$ cat src/rtl/cpu_pkg.sv
// Shared CPU constants: default datapath widths, write-data select codes and
// payload field indices used by the pipeline registers and the WB stage.
// No logic; only localparams consumed via import cpu_pkg::*.
package cpu_pkg;

  localparam int DEF_XLEN       = 32;
  localparam int DEF_NUM_FIELDS = 4;
  localparam int GRF_ADDR_W     = 5;
  localparam int DEF_SEL_W      = 3;

  // Write-data select codes carried to the GRF write mux
  localparam logic [DEF_SEL_W-1:0] WD_ALU  = 3'd0;
  localparam logic [DEF_SEL_W-1:0] WD_LOAD = 3'd1;
  localparam logic [DEF_SEL_W-1:0] WD_LINK = 3'd2;

  // Payload field k occupies bits [k*XLEN +: XLEN]
  localparam int FLD_PC    = 0;
  localparam int FLD_INSTR = 1;
  localparam int FLD_RD    = 2;
  localparam int FLD_AO    = 3;

endpackage

$ cat src/rtl/pipe_slot.sv
// Single valid+payload register with load and clear enables.
// Latency: one cycle from load to q/valid. Backpressure: none, the parent decides when to load.
// Ports: clk, reset (async active-low), load/clr enables, d in, valid/q out. clr beats load.
module pipe_slot #(
  parameter int W = 8
) (
  input  logic         clk,
  input  logic         reset,
  input  logic         load,
  input  logic         clr,
  input  logic [W-1:0] d,
  output logic         valid,
  output logic [W-1:0] q
);

  always_ff @(posedge clk or negedge reset) begin
    if (!reset) begin
      valid <= 1'b0;
      q     <= '0;
    end else begin
      if (clr) begin
        valid <= 1'b0;
      end else if (load) begin
        valid <= 1'b1;
      end
      // A killed load leaves the payload untouched; only valid matters then.
      if (load && !clr) begin
        q <= d;
      end
    end
  end

endmodule

$ cat src/rtl/mem_wb_pipe.sv
// MEM/WB pipeline register with valid/ready handshake, flush and forwarding tap.
// Latency: one cycle, no combinational in->out path. Backpressure: SKID=1 uses a
// 2-entry skid with registered in_ready; SKID=0 is a single slot with in_ready = !out_valid | out_ready.
// Ports: clk, reset (async active-low), flush, in_* (MEM side), out_* (WB side), fwd_* tap, occupancy.
module mem_wb_pipe
  import cpu_pkg::*;
#(
  parameter int XLEN       = DEF_XLEN,
  parameter int NUM_FIELDS = DEF_NUM_FIELDS,
  parameter int REG_ADDR_W = GRF_ADDR_W,
  parameter int SEL_W      = DEF_SEL_W,
  parameter int SKID       = 1
) (
  input  logic                       clk,
  input  logic                       reset,
  input  logic                       flush,
  input  logic                       in_valid,
  output logic                       in_ready,
  input  logic [NUM_FIELDS*XLEN-1:0] in_data,
  input  logic [REG_ADDR_W-1:0]      in_wa,
  input  logic                       in_we,
  input  logic [SEL_W-1:0]           in_sel,
  output logic                       out_valid,
  input  logic                       out_ready,
  output logic [NUM_FIELDS*XLEN-1:0] out_data,
  output logic [REG_ADDR_W-1:0]      out_wa,
  output logic                       out_we,
  output logic [SEL_W-1:0]           out_sel,
  output logic [REG_ADDR_W-1:0]      fwd_wa,
  output logic                       fwd_we,
  output logic [1:0]                 occupancy
);

  localparam int DW = NUM_FIELDS * XLEN;
  localparam int PW = DW + REG_ADDR_W + 1 + SEL_W;

  logic [PW-1:0] in_pay;
  logic [PW-1:0] head_d;
  logic [PW-1:0] head_q;
  logic          head_vld;
  logic          head_load;
  logic          head_clr;
  logic          head_we;
  logic          in_xfer;
  logic          out_xfer;

  assign in_pay   = {in_data, in_wa, in_we, in_sel};
  assign in_xfer  = in_valid & in_ready;
  assign out_xfer = head_vld & out_ready;

  pipe_slot #(.W(PW)) u_head (
    .clk   (clk),
    .reset (reset),
    .load  (head_load),
    .clr   (head_clr),
    .d     (head_d),
    .valid (head_vld),
    .q     (head_q)
  );

  generate
    if (SKID != 0) begin : g_skid
      logic [PW-1:0] skid_q;
      logic          skid_vld;
      logic          skid_load;
      logic          skid_clr;
      logic          rdy_q;
      logic          rdy_nxt;

      // in_ready is registered, so an input transfer never coincides with a
      // full skid slot; the head therefore refills from either skid or input.
      always_comb begin
        head_d    = skid_vld ? skid_q : in_pay;
        head_load = (out_xfer & skid_vld) | (in_xfer & (~head_vld | out_xfer));
        head_clr  = flush | (out_xfer & ~in_xfer & ~skid_vld);
        skid_load = in_xfer & head_vld & ~out_xfer;
        skid_clr  = flush | (out_xfer & skid_vld);
        // Ready next cycle exactly when the skid slot will be empty.
        rdy_nxt   = flush | (skid_vld ? out_xfer : ~skid_load);
      end

      pipe_slot #(.W(PW)) u_skid (
        .clk   (clk),
        .reset (reset),
        .load  (skid_load),
        .clr   (skid_clr),
        .d     (in_pay),
        .valid (skid_vld),
        .q     (skid_q)
      );

      always_ff @(posedge clk or negedge reset) begin
        if (!reset) begin
          rdy_q <= 1'b1;
        end else begin
          rdy_q <= rdy_nxt;
        end
      end

      assign in_ready  = rdy_q;
      assign occupancy = {1'b0, head_vld} + {1'b0, skid_vld};
    end else begin : g_single
      always_comb begin
        head_d    = in_pay;
        head_load = in_xfer;
        head_clr  = flush | (out_xfer & ~in_xfer);
      end

      assign in_ready  = ~head_vld | out_ready;
      assign occupancy = {1'b0, head_vld};
    end
  endgenerate

  assign {out_data, out_wa, head_we, out_sel} = head_q;
  assign out_valid = head_vld;
  // Bubbles and $zero destinations must never reach the GRF.
  assign out_we    = head_we & head_vld & (out_wa != '0);
  assign fwd_wa    = out_wa;
  assign fwd_we    = out_we;

endmodule

$ cat config.mk
export PLATFORM = sky130hd
export DESIGN_NAME = mem_wb_pipe
export DESIGN_NICKNAME = d
export VERILOG_FILES = /design/src/rtl/cpu_pkg.sv /design/src/rtl/pipe_slot.sv /design/src/rtl/mem_wb_pipe.sv
export SDC_FILE = /design/constraint.sdc
export NUM_CORES = 1
export LEC_CHECK = 0
export CELL_PAD_IN_SITES_DETAIL_PLACEMENT = 0
export CELL_PAD_IN_SITES_GLOBAL_PLACEMENT = 2
export CORE_ASPECT_RATIO = 1.4
export CORE_MARGIN = 3
export CORE_UTILIZATION = 36
export DETAILED_ROUTE_END_ITERATION = 10
export PLACE_DENSITY_LB_ADDON = 0.08
export SLEW_MARGIN = 20
export SYNTH_ARGS = -nofsm -noshare
export SYNTH_HDL_FRONTEND = slang
export SYNTH_SLANG_ARGS = --single-unit
$ cat constraint.sdc
create_clock -name clk -period 2.2 [get_ports clk]
set_clock_uncertainty 0.15 [all_clocks]
set_input_delay 0.44 -clock clk [delete_from_list [all_inputs] [get_ports clk]]
set_output_delay 0.44 -clock clk [all_outputs]
set_load 0.03 [all_outputs]
==> run_results.csv, run 1 <==
group,metric,value,unit
yosys,yosys.area_share.adder,0.0914,%
job,maxCapViolCount,0,
pwr,p_leak,7.73,nW
routing,drt-pass1-iter-count,4,
critical_path,critPathLaunchType,"register",
yosys,yosysWarnings,0,
timing,slew_violations,0,
hold_path,holdCritPathClass,"in2async",
timing,slew_headroom,71.6,%
critical_path,crit_slowest_cell,"or3_1",
clock_network,cts.clk_slew.worst_paths,0.06,ns
clock_network,cts_sinks,277,
timing,worstMarginPinSlew,0.426,ns
floorplanning,die_h,237,um
critical_path,crit_path_start,"u_head.q[5]",
floorplanning,rows,83,
placement,gp_congestion,0.727,
pwr,ir_worst_vdd,534,uV
yosys,synth_xor_area_share,0,%
yosys,synth_top_family_by_area,"multiplexers",
critical_path,arrival,1.83,ns
floorplanning,coreArea,37100,sq um
grt,grt_max_degree,66,
grt,grt_overflow,0,
routing,wl,31500,um
placement,port_buffers,288,
routing,vias_per_cell,4.67,
yosys,ys_seq_area_share,50.7,%
clock_network,clock_latency,0.55,ns
critical_path,critPathTopFamily,"simple AND/OR/NAND/NOR gates",
routing,first_iter_violations,210,
grt,grt_pass1_vias,8094,
floorplanning,die_area,40400,sq um
clock_network,h-tree-depth,1,
yosys,synthesis.area,13700,sq um
clock_network,numCtsBuffers,31,
yosys,netlist_instances,890,
routing,vias,7356,
critical_path,worstReg2RegStart,"g_skid.u_skid.valid",
yosys,synth_cell_type_count,22,
clock_network,cts_root_buf,"clkbuf_16",
floorplanning,initial_utilization,36.9,%
critical_path,cp_num_buf_inv,1,
clock_network,clock_path_buffers,3,
final_layout,diodes,0,
status,status,"finished, violations left",
clock_network,cts_tree,"done",
status,violations,"negative setup slack",
placement,placed_area,16300,sq um
routing,drc,0,
grt,gr-usage-all-layers,15.5,%
final_layout,drive_above_1_share,47.2,%
timing,setup_ws,-0.217,ns
critical_path,path_cells,"or3_1 > o311a_1 > buf_4",
critical_path,cp_max_fo,2,
critical_path,critPathKind,"reg2out",
critical_path,cpPeakStageDelay,0.38,ns
timing,rsz0062_at_grt,"true",
final_layout,nets,1226,
timing,fmax,0.414,GHz
floorplanning,io_pins,289,
timing,min_period_over_period,110,%
yosys,ys_ff_latch,277,
yosys,muxShareOfSynthArea,37.4,%
yosys,avgSynthCellArea,15.4,sq um
pwr,powerDensity,965,nW/um^2
yosys,syn-num-nets,1033,
grt,grt_pass1_wl,48900,um
yosys,synth_compound_area_share,0.366,%
pwr,total_power,16.7,mW
yosys,synthSimpleGateAreaFrac,0.238,%
critical_path,endpoint_kind,"primary output",
routing,ant_nets,0,
floorplanning,die_w,171,um
final_layout,stdcell_area,17300,sq um
timing,finalCriticalPeriod,2.42,ns
timing,hold_violations,0,
routing,detail_route.wl_per_cell,20.0,um
critical_path,crit_required,1.61,ns
final_layout,area_delta_synth_final,26.1,%
placement,dp_hpwl,21800,um
grt,antenna_found_initial,2,
timing,setup_viol,2,
## per-layer routing
metal / share of wire (%) / GRT usage [%] / wire length, um
met2: 50 / 26.7 / 15900
met1: 41 / 18.8 / 12800
met4: 2.1 / 4.06 / 675
met3: 6.7 / 4.46 / 2110
met5: 0.079 / 0 / 25
## layout make-up
class | count | area [sq um]
Multi-Input combinational cell | 423 | 5240
Fill cell | 3399 | 19800
Timing Repair Buffer | 348 | 3460
Sequential cell | 277 | 6940
Inverter | 2 | 7.51
Clock buffer | 45 | 888
Tap cell | 467 | 584
Clock inverter | 12 | 135
## where the power goes
group | switching [mW] | total, mW | leakage, nW | internal, mW
Clock | 2.07 | 5.21 | 0.512 | 3.13
Sequential | 0.618 | 6.94 | 3.33 | 6.33
Combinational | 2.20 | 4.50 | 3.89 | 2.31
## cell families (layout without fill, tap and decap cells)
group	Yosys count	count (layout)
adder cells (fa/ha/maj)	1	1
multiplexers	411	411
AND/OR/NAND/NOR	5	5
AO/OA/AOI/OAI	6	6
flip-flops	277	277
buffers and inverters	190	407
## per-stage QoR
step                      worst slack, ns  utilization [%]  setup TNS [ns]  hold WS, ns  std cells
after floorplan                     0.115                -               0     -0.00559        890
after global placement             -0.259             43.9          -57.40        0.212       1512
after detailed placement           -0.295             43.9          -63.61        0.215       1512
after CTS                          -0.266             46.5          -0.533        0.205       1575
after global routing               -0.275             46.5          -0.548        0.226       1574
final                              -0.217             46.5          -0.434        0.224       1574
## cell usage after synthesis
master	number	area, sq um
dfrtp_1	276	6910
inv_1	2	7.51
o311a_1	1	10.0
buf_6	1	11.3
buf_8	1	15.0
buf_2	14	70.1
clkbuf_1	5	18.8
dfstp_2	1	26.3
mux2_1	8	90.1
o21ai_0	1	5.00
a31o_2	1	8.76
mux2_2	273	3070
buf_4	154	1160
mux2_4	130	1950
or3_1	1	6.26
a221oi_2	1	15.0
ha_1	1	12.5
nand2_1	3	11.3
a21oi_1	1	5.00
a31oi_1	1	6.26
nor4b_2	1	15.0
buf_12	13	260
## placed cells by master, fill, tap and decap left out, drive strengths merged, types with 2 or more instances in the layout
master	count
buf	62
bufbuf	2
bufinv	3
clkbuf	45
clkdlybuf4s50	140
clkinv	9
dfrtp	276
dlygate4sd2	133
dlymetal6s2s	10
inv	2
mux2	411
nand2	3
## worst paths after layout
kind	end	slack (ns)	cells past startpoint
setup reg to reg	u_head.q[44]	0.11	6
hold reg to reg	g_skid.u_skid.q[131]	0.33	1
setup / recovery	out_we	-0.22	3
hold / removal	u_head.q[36]	0.22	2
max in group asynchronous	g_skid.u_skid.q[127]	0.96	4
min in group clk	g_skid.u_skid.q[131]	0.33	1
## what timing repair did
| action | 4_1_cts | 5_1_grt |
|---|---|---|
| endpoints found under the hold margin | 175 | 0 |
| gates resized for setup | 148 | 11 |
| cloned | 2 | 0 |
| pin swaps | 0 | 0 |
| endpoints found under the setup margin | 137 | 26 |
| buffers inserted | 3 | 0 |
| hold buffers | 1 | 0 |
## flip-flops by register name, indices dropped and copies added, names as in the netlist
signal	cells
u_head.valid	1
u_head.q	137
g_skid.u_skid.q	137
in_ready	1
g_skid.u_skid.valid	1
No activity file was read; power rests on OpenSTA's default activity.
==> run 2: changes to the inputs <==
--- a/config.mk
+++ b/config.mk
@@ -5,11 +5,12 @@
 export SDC_FILE = /design/constraint.sdc
 export NUM_CORES = 1
 export LEC_CHECK = 0
+export CAP_MARGIN = 40
 export CELL_PAD_IN_SITES_DETAIL_PLACEMENT = 0
 export CELL_PAD_IN_SITES_GLOBAL_PLACEMENT = 2
 export CORE_ASPECT_RATIO = 1.4
 export CORE_MARGIN = 3
-export CORE_UTILIZATION = 36
+export CORE_UTILIZATION = 39
 export DETAILED_ROUTE_END_ITERATION = 10
 export PLACE_DENSITY_LB_ADDON = 0.08
 export SLEW_MARGIN = 20
==> constraint.sdc (replaced) <==
create_clock -name clk -period 2.95 [get_ports clk]
set_clock_uncertainty 0.15 [all_clocks]
set_input_delay 0.59 -clock clk [delete_from_list [all_inputs] [get_ports clk]]
set_output_delay 0.59 -clock clk [all_outputs]
set_load 0.03 [all_outputs]
==> run_results.csv, run 2 (same netlist as run 1, synthesis figures left out) <==
group,metric,value,unit
routing,drt-pass1-iter-count,3,
grt,grt_pass1_vias,8021,
timing,slew_violations,0,
grt,grt_overflow,0,
floorplanning,rows,80,
routing,vias_per_cell,4.77,
floorplanning,initial_utilization,39.9,%
hold_path,holdCritPathClass,"in2async",
critical_path,cpPeakStageDelay,0.66,ns
floorplanning,io_pins,289,
final_layout,nets,1194,
critical_path,path_cells,"ha_1 > clkdlybuf4s50_1",
routing,drc,0,
timing,hold_violations,0,
timing,fmax,0.350,GHz
routing,first_iter_violations,229,
final_layout,area_delta_synth_final,24.5,%
final_layout,largestRegisters,"g_skid.u_skid.q (137), u_head.q (137)",
floorplanning,coreArea,34300,sq um
clock_network,cts_sinks,277,
critical_path,critPathKind,"reg2out",
placement,port_buffers,288,
pwr,powerDensity,738,nW/um^2
critical_path,cp_num_buf_inv,1,
critical_path,crit_slowest_cell,"clkdlybuf4s50_1",
clock_network,clock_path_buffers,3,
placement,dp_hpwl,20100,um
timing,setup_tns,0,ns
final_layout,drive_above_1_share,45.3,%
grt,grt_pass1_wl,46600,um
job,maxCapViolCount,0,
critical_path,cp_max_fo,15,
timing,finalCriticalPeriod,2.86,ns
final_layout,fillers,3023,
status,status,"completed",
critical_path,crit_required,2.21,ns
clock_network,h-tree-depth,1,
floorplanning,die_w,164,um
timing,setup_viol,0,
grt,grt_max_degree,129,
timing,worstMarginPinSlew,0.997,ns
floorplanning,die_h,228,um
routing,detail_route.wl_per_cell,19.6,um
clock_network,clock_latency,0.56,ns
timing,slew_headroom,33.5,%
critical_path,critPathLaunchType,"register",
clock_network,cts_tree,"done",
timing,rsz0062_at_grt,"false",
clock_network,cts_setup_buffers,0,
routing,ant_nets,0,
clock_network,cts.clk_slew.worst_paths,0.06,ns
critical_path,arrival,2.12,ns
timing,hold_ws,0.322,ns
pwr,ir_worst_vdd,442,uV
critical_path,endpoint_kind,"primary output",
clock_network,numCtsBuffers,31,
grt,antenna_found_initial,2,
pwr,p_leak,7.23,nW
critical_path,critPathTopFamily,"buffers and inverters",
final_layout,layout_common_cells,"285 x clkdlybuf4s50_1, 275 x dfrtp_1, 273 x mux2_2",
clock_network,cts_root_buf,"clkbuf_16",
grt,gr-usage-all-layers,15.8,%
placement,gp_congestion,0.701,
final_layout,final_common_cell,"clkdlybuf4s50_1",
floorplanning,die_area,37400,sq um
routing,vias,7276,
routing,wl,29900,um
timing,min_period_over_period,96.9,%
## run 2: changes by cell type in the layout (fill, tap and decap cells not counted), sizes merged
cell and delta:
clkdlybuf4s50 +145, dlygate4sd2 -131, buf -34, dlymetal6s2s -10
bufbuf -2, bufinv -2, inv +2, clkinv -1
diode +1
## run 2: worst reg2reg max path: stages (launching register included)
cell	delay [ns]
dfrtp_4	0.56
buf_12	0.50
mux2_2	0.76
mux2_4	0.26
## run 2: final cells by class
type	count	area, sq um	area share (%)
diodes	1	2.50	0.0147
clock buffers	45	918	5.39
clock inverters	11	87.6	0.514
inverters	2	7.51	0.0441
multi-input cells	423	5230	30.7
flip-flops and latches	277	6940	40.7
well taps	451	564	3.31
repair buffers	316	3290	19.3
## run 2: timing repair
action / in CTS / in global routing
hold buffers: 1 / 0
resized for setup: 2 / 0
setup endpoints to repair: 2 / 0
endpoints found under the hold margin: 26 / 0
## run 2: power breakdown
group / leakage, nW / internal, mW / switching, mW
combinational: 3.40 / 1.96 / 1.61
clock: 0.507 / 2.23 / 1.56
sequential: 3.33 / 4.72 / 0.490
## run 2: stage by stage
step	setup slack [ns]	instances	cell area [sq um]	power (mW)	util [%]
2_1_floorplan	0.838	890	13700	7.99	-
3_3_place_gp	0.204	1468	16000	8.84	46.7
3_5_place_dp	0.175	1468	16000	8.89	46.7
4_1_cts	0.0399	1525	17000	12.8	49.6
5_1_grt	0.00895	1526	17000	13.2	49.6
6_report	0.0907	1526	17000	12.6	49.6
## run 2: layer usage
layer	track usage, %	routed length (um)	vias up
met3	4.55	2200	49
met4	4.59	737	2
met5	0	13	-
met1	20.1	12400	3729
met2	26.2	14500	199
li1	-	-	3297
## run 2: final timing paths
path,cells after the start,startpoint,end,slack [ns]
setup / recovery,2,g_skid.u_skid.valid,occupancy[0],0.09
hold / removal,2,reset,u_head.q[33],0.32
setup reg to reg,3,g_skid.u_skid.valid,u_head.q[110],0.60
hold reg to reg,1,g_skid.u_skid.q[134],g_skid.u_skid.q[134],0.33
max in group asynchronous,4,reset,g_skid.u_skid.q[118],1.44
min in group clk,1,g_skid.u_skid.q[134],g_skid.u_skid.q[134],0.33
